`src/rtl/mod_counter_ctrl.sv`:
```
// Prescaled enable generator and final-value loader for a downstream modulus counter.
// Define MOD_COUNTER_CTRL_ONESHOT_EN to end a run at the first wrap when one_shot was latched.
module mod_counter_ctrl #(
  parameter int              BITS        = 4,
  parameter int              PRE_BITS    = 8,
  parameter logic [BITS-1:0] RESET_FINAL = {BITS{1'b1}}
) (
  input  logic                clk,
  input  logic                reset_n,
  input  logic                start,
  input  logic                stop,
  input  logic                one_shot,
  input  logic [PRE_BITS-1:0] prescale,
  input  logic                ld_valid,
  input  logic [BITS-1:0]     ld_value,
  output logic                ld_ready,
  input  logic [BITS-1:0]     cnt_q,
  output logic                cnt_enable,
  output logic [BITS-1:0]     final_value,
  output logic                wrap,
  output logic                busy
);

  typedef enum logic {IDLE = 1'b0, RUN = 1'b1} state_t;

  localparam logic [PRE_BITS-1:0] PRE_ONE = 1;

  state_t              state_q, state_d;
  logic [PRE_BITS-1:0] pre_cnt_q, pre_cnt_d;
  logic [PRE_BITS-1:0] prescale_q, prescale_d;
  logic                one_shot_q, one_shot_d;
  logic                en_q, en_d;
  logic [BITS-1:0]     final_q, final_d;
  logic [BITS-1:0]     pend_q, pend_d;
  logic                pend_valid_q, pend_valid_d;
  logic                ld_acc;
  logic                os_exit;

  assign ld_ready    = ~pend_valid_q;
  assign ld_acc      = ld_valid & ~pend_valid_q;
  assign cnt_enable  = en_q;
  assign final_value = final_q;
  assign wrap        = en_q & (cnt_q == final_q);
  assign busy        = (state_q != IDLE);

`ifdef MOD_COUNTER_CTRL_ONESHOT_EN
  assign os_exit = one_shot_q & wrap;
`else
  // one_shot is still latched but cannot end a run in this build
  assign os_exit = 1'b0 & one_shot_q;
`endif

  always_comb begin
    state_d      = state_q;
    pre_cnt_d    = pre_cnt_q;
    prescale_d   = prescale_q;
    one_shot_d   = one_shot_q;
    en_d         = 1'b0;
    final_d      = final_q;
    pend_d       = pend_q;
    pend_valid_d = pend_valid_q;
    case (state_q)
      IDLE: begin
        if (ld_acc) final_d = ld_value;
        if (start && !stop) begin
          state_d    = RUN;
          pre_cnt_d  = '0;
          prescale_d = prescale;
          one_shot_d = one_shot;
        end
      end
      RUN: begin
        if (stop || os_exit) begin
          // leaving RUN: the newest offered value wins, otherwise drain the pending slot
          state_d      = IDLE;
          pre_cnt_d    = '0;
          pend_valid_d = 1'b0;
          if (ld_acc)            final_d = ld_value;
          else if (pend_valid_q) final_d = pend_q;
        end else begin
          if (pre_cnt_q == prescale_q) begin
            pre_cnt_d = '0;
            en_d      = 1'b1;
          end else begin
            pre_cnt_d = pre_cnt_q + PRE_ONE;
          end
          if (wrap && pend_valid_q) begin
            final_d      = pend_q;
            pend_valid_d = 1'b0;
          end
          if (ld_acc) begin
            pend_d       = ld_value;
            pend_valid_d = 1'b1;
          end
        end
      end
      default: state_d = IDLE;
    endcase
  end

  always_ff @(posedge clk or negedge reset_n) begin
    if (!reset_n) begin
      state_q      <= IDLE;
      pre_cnt_q    <= '0;
      prescale_q   <= '0;
      one_shot_q   <= 1'b0;
      en_q         <= 1'b0;
      final_q      <= RESET_FINAL;
      pend_q       <= '0;
      pend_valid_q <= 1'b0;
    end else begin
      state_q      <= state_d;
      pre_cnt_q    <= pre_cnt_d;
      prescale_q   <= prescale_d;
      one_shot_q   <= one_shot_d;
      en_q         <= en_d;
      final_q      <= final_d;
      pend_q       <= pend_d;
      pend_valid_q <= pend_valid_d;
    end
  end

endmodule
```
`config.mk`:
```
export PLATFORM = sky130hd
export DESIGN_NAME = mod_counter_ctrl
export DESIGN_NICKNAME = d
export VERILOG_FILES = /design/src/rtl/mod_counter_ctrl.sv
export SDC_FILE = /design/constraint.sdc
export NUM_CORES = 1
export LEC_CHECK = 0
export ABC_CLOCK_PERIOD_IN_PS = 2300
export CAP_MARGIN = 20
export CELL_PAD_IN_SITES_DETAIL_PLACEMENT = 0
export CELL_PAD_IN_SITES_GLOBAL_PLACEMENT = 2
export CORE_AREA = 2 2 69 71
export CTS_CLUSTER_DIAMETER = 200
export DETAILED_ROUTE_END_ITERATION = 8
export DIE_AREA = 0 0 71 73
export PLACE_DENSITY = 0.84
export SYNTH_ARGS = -nofsm -noshare
export SYNTH_HDL_FRONTEND = slang
export SYNTH_SLANG_ARGS = --single-unit
```
`constraint.sdc`:
```
create_clock -name clk -period 2.3 [get_ports clk]
set_clock_uncertainty 0.15 [all_clocks]
set_input_delay 0.345 -clock clk [delete_from_list [all_inputs] [get_ports clk]]
set_output_delay 0.345 -clock clk [all_outputs]
set_load 0.02 [all_outputs]
```
==> results of run 1 <==
[state kept, by name, summed over array words and instances, names as in the netlist]
| register | flops |
|---|---|
| prescale_q | 8 |
| busy | 1 |
| final_value | 4 |
| cnt_enable | 1 |
| pre_cnt_q | 8 |
| pend_valid_q | 1 |
| pend_q | 4 |
[layer usage]
layer  share of wire [%]  wire length [um]  track usage [%]  up-vias
li1                    -                 -                -      497
met1                  45              1247            14.64      487
met5                   0                 0                0        -
met3                 4.7               130            2.762        2
met2                  50              1397            20.87       26
met4                0.54                15            2.725        0
[path summary, 6_finish.rpt]
path,startpoint,to,cells after the start
max,cnt_q[1],wrap,5
max reg2reg,pre_cnt_q[6]$_DFFE_PN0P_,pre_cnt_q[3]$_DFFE_PN0P_,5
max in group asynchronous,reset_n,final_value[3]$_DFFE_PN1P_,2
min,reset_n,pend_valid_q$_DFFE_PN0P_,2
min in group clk,final_value[0]$_DFFE_PN1P_,final_value[0]$_DFFE_PN1P_,2
min reg2reg,final_value[0]$_DFFE_PN1P_,final_value[0]$_DFFE_PN1P_,2
[final cells by class]
type                    instances  area, um2
inverters                       3      11.26
flip-flops and latches         27      680.7
clock buffers                   3      41.29
clock inverters                 1      7.507
fillers                       441       2761
repair buffers                 34      324.1
well taps                      54      67.56
multi-input cells              91      641.9
[Yosys cell counts (all sizes together)]
cell type	instances	area, um2
or2	1	6.260
nor2	8	30.03
dfrtp	23	575.6
a21o	3	22.52
nor2b	1	6.260
ha	1	12.51
nand2	14	52.55
xnor2	2	17.52
nor4	2	25.02
o21ai	12	60.05
nand2b	2	12.51
mux2i	4	40.04
a31oi	1	6.260
a22o	3	27.53
nand3	3	15.01
mux2	12	135.1
inv	3	11.26
buf	1	7.510
nor3	1	5.000
dfstp	4	105.1
and3	3	18.77
a211oi	1	7.510
nor3b	1	12.51
a21oi	4	23.77
xor2	12	105.1
[what timing repair did]
action	in CTS	in global routing
hold endpoints to repair	0	0
resized for setup	1	0
endpoints found under the setup margin	1	0
[worst max-delay path: stages]
cell and delay [ps]:
clkdlybuf4s50_1 410, xor2_1 140, nor3_1 240, and3_1 210, dlygate4sd2_1 330
[power by group through the flow]
| stage | Clock [W] | Combinational, W | Sequential (W) |
|---|---|---|---|
| after global placement | 0 | 0.000323 | 0.000641 |
| final | 0.000273 | 0.000327 | 0.000635 |
| after CTS | 0.000294 | 0.000333 | 0.000636 |
| after global routing | 0.000308 | 0.000359 | 0.000648 |
| after floorplan | 0 | 0.000168 | 0.000661 |
| after detailed placement | 0 | 0.000331 | 0.000647 |
[through the flow]
step	util, %	instances	worst slack, ps	TNS, ps
after floorplan	-	122	591.8	0
after global routing	39.12	213	4.423	0
after detailed placement	38.07	209	-182.5	-182.5
final	39.12	213	120.6	0
after global placement	38.07	209	-145.0	-145.0
after CTS	39.12	213	81.81	0
[kinds of logic (layout without fill, tap and decap cells)]
family | after synthesis | in the layout | synth area share [%]
flops | 27 | 27 | 50.75
compound gates | 24 | 24 | 11.01
simple gates | 36 | 36 | 13.71
fa+ha+maj | 1 | 1 | 0.9327
buf+inv | 4 | 41 | 1.399
mux | 16 | 16 | 13.06
xor+xnor | 14 | 14 | 9.142
==> out/results.txt, run 1 <==
status: finished clean
die height: 73 um
CP Data Required Time: 1800 ps
CTS Buf Count: 3
fin crit period: 2179 ps
Worst Setup Path Type: in2out
Syn Area/Cell: 10.99 um2
final instance area: 1774 um2
via count: 1012
most frequent cells in the layout: clkdlybuf4s50_1 (27), dfrtp_1 (23), nand2_1 (14)
Flop pwr share: 51.4%
largest net degree at the start of global routing: 28
Cells after Synth: 122
FF+latch count, synth: 27
number of global-route vias before repair: 1051
Iter 0 DRT Violations: 38
ant diodes: 0
Slew @ Worst Pin: 467.3 ps
Post CTS Setup Buffer Count: 0
Hold Crit Class: in2async
combinational power share: 26.5%
Hold WS: 297.6 ps
Final nets: 183
RSZ-0062 raised after global routing: false
Final setup violation count: 0
RePlAce Congestion: 0.8043
Sink Count: 27
power share of the clock group: 22.1%
Port Buffers: 28
# Max-Cap Violations: 0
initial antenna violation count: 0
remaining global-route overflow: 0
sequential share of the synthesized area: 50.75%
vias per std cell: 4.751
Startpoint Class: primary input
area delta synth->final: 32.28%
CP endpoint kind: output port
syn_nets: 145
hpwl dp: 2.141 mm
# hold bufs at CTS: 0
Clock Tree Buf Depth: 2
clk_lat worst skew: 270 ps
GRT Util Overall: 11.79%
Sw Pwr: 0.0003579 W
switch share: 28.98%
Hold Fails Final Rpt: 0
Detail Route Antenna Nets: 0
Wirelength per Cell: 13.09 um
pwr dens: 696.0 nW/um2
Static Leak: 0.7845 nW
Die ar.: 5183 um2
H-tree levels: 1
relative slew slack: 68.64%
core box area: 4536 um2
site row count: 25
drc violations: 0
I/O pin count: 30
DP Area: 1727 um2
first-pass GRT wire length: 4.885 mm
library cells used by synthesis: 28
TritonRoute pass-1 iters: 4
CTS tree: done
initial core utilization: 29.57%
Clock Pin Slew Worst Setup and Hold Paths: 90 ps
final wirelength: 2.789 mm
Synth warnings: 0
Final Power: 0.001235 W
crit-path max FO: 2
layout cells sized above 1: 20.13%
post-synthesis cell area: 1341 um2
Die Width: 71 um
Root Driver: clkbuf_8
r2r setup slk: 420 ps
fmax: 0.4588 GHz
Tcrit/Tclk final: 94.76%
worst path arrival time: 1680 ps
commonest non-fill, non-tap cell in the layout: clkdlybuf4s50_1
internal power: 0.0008770 W
Slew Limit Fails: 0
Worst VDD drop: 0.3202 mV
Power figures use the tool's default switching activity.
==> inputs of run 2 (changes only) <==
Settings changed: ABC_CLOCK_PERIOD_IN_PS 2300 to 2550, CORE_AREA 2 2 69 71 to 2 2 66 68, DIE_AREA 0 0 71 73 to 0 0 68 70, PLACE_DENSITY 0.84 to 0.9.
Clock period 2.3 ns to 2.55 ns, I/O delays scaled along.
==> out/results.txt, run 2 (synthesized netlist as in run 1, its figures left out) <==
status: finished clean
initial core utilization: 32.37%
Final setup violation count: 0
drc violations: 0
RSZ-0062 raised after global routing: false
Hold Crit Class: in2async
via count: 1010
CP Data Required Time: 2020 ps
# hold bufs at CTS: 0
Port Buffers: 28
FF-to-FF End: pre_cnt_q[3]$_DFFE_PN0P_
crit-path max FO: 2
Final nets: 180
pwr dens: 631.5 nW/um2
Hold WS: 339.3 ps
CP endpoint kind: output port
Sink Count: 27
relative slew slack: 61.92%
biggest regs: pre_cnt_q (8), prescale_q (8)
worst setup margin: 269.2 ps
die height: 70 um
Flop pwr share: 52.0%
initial antenna violation count: 0
TritonRoute pass-1 iters: 4
Worst VDD drop: 0.2922 mV
# Max-Cap Violations: 0
ant diodes: 0
most frequent cells in the layout: clkdlybuf4s50_1 (27), dfrtp_1 (23), nand2_1 (14)
R2R depth: 5
CTS Buf Count: 3
Startpoint Class: primary input
Slew Limit Fails: 0
Clock Tree Buf Depth: 2
layout cells sized above 1: 17.95%
CTS tree: done
critical path launch point: cnt_q[1]
core box area: 4144 um2
RR Startpoint: pre_cnt_q[1]$_DFFE_PN0P_
Detail Route Antenna Nets: 0
vias per std cell: 4.856
final instance area: 1745 um2
first-pass GRT wire length: 4.381 mm
fin crit period: 2281 ps
Die Width: 68 um
Root Driver: clkbuf_8
number of global-route vias before repair: 972
Hold Fails Final Rpt: 0
CP endpoint: wrap
pre-CTS setup slack: -7.327 ps
Clock Pin Slew Worst Setup and Hold Paths: 90 ps
area delta synth->final: 30.13%
site row count: 24
Iter 0 DRT Violations: 38
commonest non-fill, non-tap cell in the layout: clkdlybuf4s50_1
power share of the clock group: 21.8%
fmax: 0.4384 GHz
Slew @ Worst Pin: 568.6 ps
r2r setup slk: 690 ps
Tcrit/Tclk final: 89.44%
Post CTS Setup Buffer Count: 0
post-CTS resize count: 1
Sw Pwr: 0.0003142 W
remaining global-route overflow: 0
Worst Setup Path Type: in2out
largest net degree at the start of global routing: 28
switch share: 28.51%
H-tree levels: 1
internal power: 0.0007880 W
RePlAce Congestion: 0.7273
combinational power share: 26.2%
DP Area: 1702 um2
Die ar.: 4760 um2
final wirelength: 2.636 mm
clk_lat worst skew: 270 ps
Wirelength per Cell: 12.67 um
I/O pin count: 30
Static Leak: 0.7707 nW
worst path arrival time: 1750 ps
hpwl dp: 2.043 mm
GRT Util Overall: 11.94%
run 2: changes by cell type in the layout (fill, tap and decap cells not counted), sizes merged:
cell      change
buf           -3
clkinvlp      -1
clkbuf        +1
run 2: per-layer routing:
metal | track usage [%] | vias up | wire [um]
met1 | 15.59 | 484 | 1222
met4 | 3.333 | 0 | 25
met2 | 19.53 | 24 | 1234
li1 | - | 498 | -
met5 | 0 | - | 0
met3 | 2.738 | 4 | 153
run 2: metrics by stage:
step                      utilization (%)  std cells  TNS (ps)   power, W
final                               42.12        208         0   0.001102
after global routing                42.12        208         0   0.001174
after CTS                           42.12        208         0   0.001120
after detailed placement            41.06        204    -7.327  0.0008755
after global placement              41.06        204         0  0.0008633
after floorplan                         -        122         0  0.0007482
run 2: power groups by stage:
| stage | Combinational, W | Clock (W) | Sequential [W] |
|---|---|---|---|
| floorplan | 0.000152 | 0 | 0.000596 |
| global placement | 0.000285 | 0 | 0.000578 |
| detailed placement | 0.000291 | 0 | 0.000584 |
| CTS | 0.000293 | 0.000252 | 0.000575 |
| global route | 0.000318 | 0.000273 | 0.000582 |
| finish | 0.000288 | 0.000241 | 0.000573 |
run 2: critical path, cell delays in order:
cell             delay (ps)
clkdlybuf4s50_1         410
xor2_1                  140
nor3_1                  250
and3_1                  220
dlygate4sd2_1           330
run 2: layout make-up:
cell class	count	area [um2]
clock buffer	4	45.04
fill	401	2399
multi-input combinational	91	641.9
sequential	27	680.7
timing repair buffer	31	301.5
tap	52	65.06
inverter	3	11.26
run 2: worst min-delay path by stage:
| stage | startpoint | end | cells after the start |
|---|---|---|---|
| 6_report | reset_n | pend_q[0]$_DFFE_PN0P_ | 2 |
| 5_1_grt | reset_n | pend_q[0]$_DFFE_PN0P_ | 2 |
| 2_1_floorplan | reset_n | busy$_DFF_PN0_ | 0 |
| 3_5_place_dp | final_value[0]$_DFFE_PN1P_ | final_value[0]$_DFFE_PN1P_ | 2 |
| 3_3_place_gp | final_value[0]$_DFFE_PN1P_ | final_value[0]$_DFFE_PN1P_ | 2 |
| 4_1_cts | reset_n | pend_q[0]$_DFFE_PN0P_ | 2 |
==> inputs of run 3 (changes only) <==
Settings changed: PLACE_DENSITY 0.9 to default, PLACE_DENSITY_LB_ADDON from default to 0.3.
==> out/results.txt, run 3 (synthesized netlist as in run 1, its figures left out) <==
Post CTS Setup Buffer Count: 0
Slew @ Worst Pin: 556.8 ps
pwr dens: 634.4 nW/um2
Clock Tree Buf Depth: 2
initial antenna violation count: 0
Final Power: 0.001108 W
I/O pin count: 30
crit-path max FO: 2
Root Driver: clkbuf_8
Die Width: 68 um
Port Buffers: 28
commonest non-fill, non-tap cell in the layout: clkdlybuf4s50_1
largest net degree at the start of global routing: 28
H-tree levels: 1
final instance area: 1747 um2
number of global-route vias before repair: 992
relative slew slack: 62.71%
Tcrit/Tclk final: 88.78%
final wirelength: 2.714 mm
RePlAce Congestion: 0.7404
fmax: 0.4417 GHz
FF-to-FF End: pre_cnt_q[3]$_DFFE_PN0P_
# hold bufs at CTS: 0
DP Area: 1702 um2
GRT Util Overall: 12.54%
crit-path cells: clkdlybuf4s50_1 > xor2_1 > nor3_1 > and3_1 > dlygate4sd2_1
# Max-Cap Violations: 0
Wirelength per Cell: 13.05 um
Worst Setup Path Type: in2out
site row count: 24
switch share: 29.09%
area delta synth->final: 30.22%
combinational power share: 26.0%
Final setup violation count: 0
CP endpoint kind: output port
Sink Count: 27
Worst VDD drop: 0.2581 mV
fin crit period: 2264 ps
worst path arrival time: 1730 ps
biggest regs: pre_cnt_q (8), prescale_q (8)
Slew Limit Fails: 0
Clock Pin Slew Worst Setup and Hold Paths: 90 ps
Die ar.: 4760 um2
vias per std cell: 4.827
R2R depth: 5
post-CTS resize count: 1
Startpoint Class: primary input
Sw Pwr: 0.0003223 W
RSZ-0062 raised after global routing: false
Static Leak: 0.7734 nW
TritonRoute pass-1 iters: 4
ant diodes: 0
clk_lat worst skew: 280 ps
status: finished clean
via count: 1004
remaining global-route overflow: 0
multi-input logic area: 641.9 um2
CTS tree: done
Detail Route Antenna Nets: 0
CP Data Required Time: 2020 ps
internal power: 0.0007858 W
Hold Crit Class: in2async
r2r setup slk: 680 ps
setup TNS: 0 ps
layout cells sized above 1: 18.59%
power share of the clock group: 22.1%
number of fill cells: 412
Iter 0 DRT Violations: 25
die height: 70 um
register area: 680.7 um2
Final nets: 180
hpwl dp: 2.026 mm
core box area: 4144 um2
CTS Buf Count: 3
slowest stage delay, CP: 410 ps
most frequent cells in the layout: clkdlybuf4s50_1 (27), dfrtp_1 (23), nand2_1 (14)
Slowest-stage cell, CP: clkdlybuf4s50_1
drc violations: 0
Hold Fails Final Rpt: 0
Flop pwr share: 52.0%
initial core utilization: 32.37%
RR Startpoint: pre_cnt_q[1]$_DFFE_PN0P_
first-pass GRT wire length: 4.533 mm
-- run 3: changes by cell type in the layout (fill, tap and decap cells not counted) --
cell and change:
clkinv_2 +1, clkbuf_1 -1
-- run 3: cell type report --
type | instances | area share [%]
Clock buffer | 3 | 2.364
Sequential cell | 27 | 38.97
Inverter | 3 | 0.6447
Tap cell | 52 | 3.725
Multi-Input combinational cell | 91 | 36.75
Clock inverter | 1 | 0.2865
Timing Repair Buffer | 31 | 17.26
-- run 3: power groups by stage --
stage | combinational [W] | clock [W] | sequential, W
floorplan | 0.000152 | 0 | 0.000596
global placement | 0.000287 | 0 | 0.000581
global route | 0.000318 | 0.000276 | 0.000588
CTS | 0.000294 | 0.000259 | 0.000577
detailed placement | 0.000293 | 0 | 0.000586
finish | 0.000288 | 0.000245 | 0.000576
-- run 3: critical path: cells and delay by family --
family        cells  cell delay [ps]
buf+inv           2              740
simple gates      2              460
xor+xnor          1              140
-- run 3: worst max-delay path by stage --
stage                                           to  slack (ps)                       start  depth (start not counted)
after floorplan           pend_valid_q$_DFFE_PN0P_         840  final_value[1]$_DFFE_PN1P_                          5
after global placement                        wrap          10                    cnt_q[1]                          5
after detailed placement                      wrap         -20                    cnt_q[1]                          5
after CTS                                     wrap         250                    cnt_q[1]                          5
after global routing                          wrap         200                    cnt_q[1]                          5
final                                         wrap         290                    cnt_q[1]                          5
-- run 3: per-stage QoR --
step	std cells	util (%)	setup WS (ps)	hold WS (ps)
2_1_floorplan	122	-	841.8	-63.09
3_3_place_gp	204	41.06	14.92	334.8
3_5_place_dp	204	41.06	-23.73	340.6
4_1_cts	208	42.15	249.5	336.9
5_1_grt	208	42.15	202.2	347.3
6_report	208	42.15	286.0	324.3
-- run 3: metal layers --
metal	vias to the layer above	wire length, um	share of wire (%)	track usage, %
met2	26	1292	48	20.71
met1	483	1240	46	15.81
li1	490	-	-	-
met4	0	51	1.9	5.333
met5	-	0	0	0
met3	5	130	4.8	2.093
